## src/rtl/sign_sub_sequencer.sv

```systemverilog
// sign_sub_sequencer: nibble-serial signed subtractor with start/busy/done handshake; define SAT_RESULT_EN to saturate result on overflow
module full_subtractor4 (
  input  logic       rst,
  input  logic [3:0] x,
  input  logic [3:0] y,
  input  logic       bin,
  output logic [3:0] d,
  output logic       bout
);
  logic [4:0] t;
  assign t    = {1'b0, x} - {1'b0, y} - {4'b0, bin};
  assign d    = rst ? t[3:0] : 4'h0;
  assign bout = rst & t[4];
endmodule

module sign_sub_sequencer #(
  parameter int NIBBLES = 4,
  localparam int W = 4 * NIBBLES
) (
  input  logic         clk,
  input  logic         rst,
  input  logic         start,
  input  logic [W-1:0] a,
  input  logic [W-1:0] b,
  output logic         busy,
  output logic         done,
  output logic [W-1:0] result,
  output logic         neg,
  output logic         ovf,
  output logic         zero,
  output logic         borrow
);
  typedef enum logic [1:0] {IDLE, RUN, DONE} state_t;
  state_t state, state_nx;
  logic [W-1:0] sa, sb, r_wrap, r_fin;
  logic [3:0] d;
  logic [2:0] cnt;
  logic bout, br, last, ovf_n, neg_n;
  full_subtractor4 u_sub (.rst(1'b1), .x(sa[3:0]), .y(sb[3:0]), .bin(br), .d(d), .bout(bout));
  assign last   = cnt == 3'(NIBBLES - 1);
  assign r_wrap = W'({d, result} >> 4);
  assign ovf_n  = (sa[3] != sb[3]) && (d[3] != sa[3]);
  assign neg_n  = d[3] ^ ovf_n;
`ifdef SAT_RESULT_EN
  assign r_fin  = ovf_n ? (neg_n ? {1'b1, {(W-1){1'b0}}} : {1'b0, {(W-1){1'b1}}}) : r_wrap;
`else
  assign r_fin  = r_wrap;
`endif
  // state register
  always_ff @(posedge clk or negedge rst)
    if (!rst) state <= IDLE;
    else state <= state_nx;
  // next-state: one RUN cycle per nibble, single DONE cycle
  always_comb
    state_nx = state == IDLE ? (start ? RUN : IDLE) : state == RUN ? (last ? DONE : RUN) : IDLE;
  // handshake outputs decoded from state
  always_comb begin
    busy = state == RUN;
    done = state == DONE;
  end
  // operand shift, borrow chain, result assembly and flags on the last nibble
  always_ff @(posedge clk or negedge rst)
    if (!rst) begin
      sa <= '0; sb <= '0; br <= 1'b0; cnt <= '0; result <= '0;
      neg <= 1'b0; ovf <= 1'b0; zero <= 1'b0; borrow <= 1'b0;
    end else if (state == IDLE && start) begin
      sa <= a; sb <= b; br <= 1'b0; cnt <= '0; result <= '0;
      neg <= 1'b0; ovf <= 1'b0; zero <= 1'b0; borrow <= 1'b0;
    end else if (state == RUN) begin
      sa <= sa >> 4;
      sb <= sb >> 4;
      br <= bout;
      cnt <= cnt + 3'd1;
      result <= last ? r_fin : r_wrap;
      if (last) begin
        neg <= neg_n;
        ovf <= ovf_n;
        zero <= r_fin == '0;
        borrow <= bout;
      end
    end
endmodule

```

## config.mk

```make
export PLATFORM = sky130hd
export DESIGN_NAME = sign_sub_sequencer
export DESIGN_NICKNAME = d
export VERILOG_FILES = /design/src/rtl/sign_sub_sequencer.sv
export SDC_FILE = /design/constraint.sdc
export NUM_CORES = 1
export LEC_CHECK = 0
export CORE_MARGIN = 2
export CORE_UTILIZATION = 25
export CTS_CLUSTER_DIAMETER = 200
export DETAILED_ROUTE_END_ITERATION = 6
export PLACE_DENSITY = 0.46
export SLEW_MARGIN = 10
export SYNTH_ARGS = -nofsm -noshare
export SYNTH_HDL_FRONTEND = slang
export SYNTH_SLANG_ARGS = --single-unit
export TNS_END_PERCENT = 50
```

## constraint.sdc

```tcl
create_clock -name clk -period 2.6 [get_ports clk]
set_input_delay 0.52 -clock clk [delete_from_list [all_inputs] [get_ports clk]]
set_output_delay 0.52 -clock clk [all_outputs]
set_load 0.03 [all_outputs]
```

==> impl_metrics.yaml <==
clocking:
  cts_buffers: 9
  cts_setup_buffers: 0
  post_cts_resized: 0
  clkSlewWorstSetupHoldPaths_ps: 70
  clk_latency_ps: 340
  clkSinkCount: 58
  holdBufCountCts: 0
  cts_buffer_depth: 2
  h-tree-depth: 3
  cts_tree: "yes"
  cts-root-buf: "clkbuf_8"
placement:
  hpwlAfterDp_mm: 4.77
  dp_slack_ps: 411
  globalplace.congestion: 0.764
  io_buffers: 56
detailed_routing:
  viasPerCell: 4.72
  drt_iter0_drc: 84
  wirelength_mm: 7.19
  vias: 2122
  first_pass_iters: 4
  drc: 0
  ant_nets: 0
  wl_per_cell_um: 16.0
critical_path:
  crit_family: "buffers and inverters"
  max_stage_delay_ps: 700
  crit_arrival_ps: 1660
  slowest_stage: "clkdlybuf4s50_1"
  crit_fanout: 4
  crit_chain: "nor2b_1 -> clkdlybuf4s50_1"
  crit_type: "flip-flop to output port"
  startpoint_type: "flip-flop"
  end_kind: "output port"
  path_buf_inv: 1
  required_ps: 2080
pwr:
  power_density_nw_per_um2: 1290
  ir_drop_mv: 0.380
  leakage_nw: 1.56
synthesis:
  yosysMostFrequentCell: "dfrtp_1"
  netlist.top_cell.by_area: "dfrtp_1"
  async_flop_share_pct: 100
  synth_top_cell_area_share_pct: 52.7
  yosysWarnings: 0
  synthCells: 247
  synth_seq_cells: 58
  ys_seq_area_share_pct: 52.7
  synth_edf_count: 0
  yosys.cell_types.count: 33
  synth_common_cells: "dfrtp_1, o21ai_0, a22o_1, a22oi_1, a21oi_1"
  syn-cell-area_sq_um: 2760
  syn-num-nets: 292
  postSynthAreaPerCell_sq_um: 11.2
  synth_area_leaders: "dfrtp_1, a22o_1, a22oi_1"
  synthFlopType: "dfrtp_1"
sta:
  setup_tns_ps: 0
  timing.fmax_ghz: 0.460
  finalHoldViolCount: 0
  worstMarginPinSlew_ps: 547
  skew_ps: 10.4
  finalSetupViolations: 0
  post-route-period-util_pct: 83.7
  setup_ws_ps: 424
  rsz0062_at_grt: "no"
  slew_violations: 0
  maxSlewHeadroom_pct: 63.5
  final.min_clock_period_ps: 2180
floorplan:
  die_width_um: 109
  core_area_sq_um: 10800
  dieArea_sq_um: 11900
  boundaryPins: 57
  initial_core_util_pct: 25.5
  rows: 38
  die_h_um: 109
layout:
  utilization_pct: 33.7
  nNetsFinal: 351
  antenna_cells: 0
  drive_gt1_share_pct: 10.0
  syn2layout_area_growth_pct: 32.0
job:
  max_cap_violations: 0
global_routing:
  grt_use_total_pct: 13.1
  grt_pass1_wl_mm: 11.7
  grt_overflow: 0
  grt_use_met3_pct: 3.17
  busiest_layer: "met2"
  use_met1_pct: 17.7
  grt_pass1_vias: 2233
  grt_antenna_before_repair: 0
  grt_max_degree: 38
  grt_util_met2_pct: 20.3
worst_hold_path:
  hold_path.class: "input pin to asynchronous set/reset pin"
run_status:
  status: "completed"
[cell type report]
cell class              count  area (sq um)
fillers                  1141          7160
clock buffers              12           155
flip-flops and latches     58          1450
repair buffers             66           643
well taps                 140           175
inverters                  11          43.8
clock inverters             3          15.0
multi-input cells         160          1150
[through the flow]
stage,power [mW],hold slack [ps],cell area [sq um],std cells
floorplan,3.24,224,2760,247
global placement,3.99,461,3470,435
detailed placement,4.00,471,3470,435
CTS,4.76,175,3640,450
global route,5.07,195,3640,450
finish,4.69,164,3640,450
[worst register-to-register path: cells and delay by family (launching register included)]
family	cells	cell delay (ps)
AND/OR/NAND/NOR	3	610
adder cells (fa/ha/maj)	2	940
AO/OA/AOI/OAI	1	160
flip-flops	1	410
[cells in the final DEF, fill, tap and decap left out, types with 2 or more instances in the layout]
| master | count |
|---|---|
| a22o_1 | 25 |
| fa_1 | 2 |
| buf_4 | 9 |
| clkinv_2 | 3 |
| o21ai_0 | 28 |
| dfrtp_1 | 58 |
| nand2_1 | 12 |
| a32o_1 | 2 |
| a2bb2oi_1 | 4 |
| nor4_1 | 3 |
| inv_1 | 10 |
| a21oi_1 | 15 |
| a22oi_1 | 25 |
| clkdlybuf4s50_1 | 55 |
| nand2b_1 | 3 |
| nor2_1 | 4 |
| xor2_1 | 2 |
| ha_1 | 8 |
| nor2b_1 | 14 |
| clkbuf_8 | 11 |
[path summary, 6_finish.rpt]
path,from,end,slack (ps),depth (start not counted)
setup / recovery,state[0]$_DFF_PN0_,done,420,2
hold / removal,rst,result[7]$_DFFE_PN0P_,160,1
setup reg to reg,sa[0]$_DFFE_PN0P_,zero$_DFFE_PN0P_,440,6
hold reg to reg,br$_DFFE_PN0P_,br$_DFFE_PN0P_,480,2
max in group asynchronous,rst,sa[2]$_DFFE_PN0P_,1840,2
min in group clk,br$_DFFE_PN0P_,br$_DFFE_PN0P_,480,2
[kinds of logic (layout without fill, tap and decap cells)]
family | after synthesis | after routing | synth area share (%)
buffers and inverters | 29 | 92 | 5.49
adder cells (fa/ha/maj) | 10 | 10 | 5.08
AO/OA/AOI/OAI | 103 | 103 | 26.1
flip-flops | 58 | 58 | 52.7
AND/OR/NAND/NOR | 43 | 43 | 8.90
XOR/XNOR | 4 | 4 | 1.77
[per-layer routing]
layer / part of all wire (%) / routed length (um)
met1: 48 / 3470
met4: 1.6 / 115
met2: 46 / 3320
met3: 4.0 / 286
met5: 0 / 0
[sequential cells by signal, indices dropped and copies added, names as in the netlist]
signal / count
br: 1
cnt: 3
neg: 1
sa: 16
ovf: 1
result: 16
sb: 16
borrow: 1
zero: 1
state: 2
[power breakdown]
part | internal (mW) | total, mW | switching [mW]
Clock | 0.388 | 0.735 | 0.347
Combinational | 1.10 | 2.40 | 1.30
Sequential | 1.26 | 1.55 | 0.288
Total | 2.75 | 4.69 | 1.93
(Power assumes the default switching activity.)
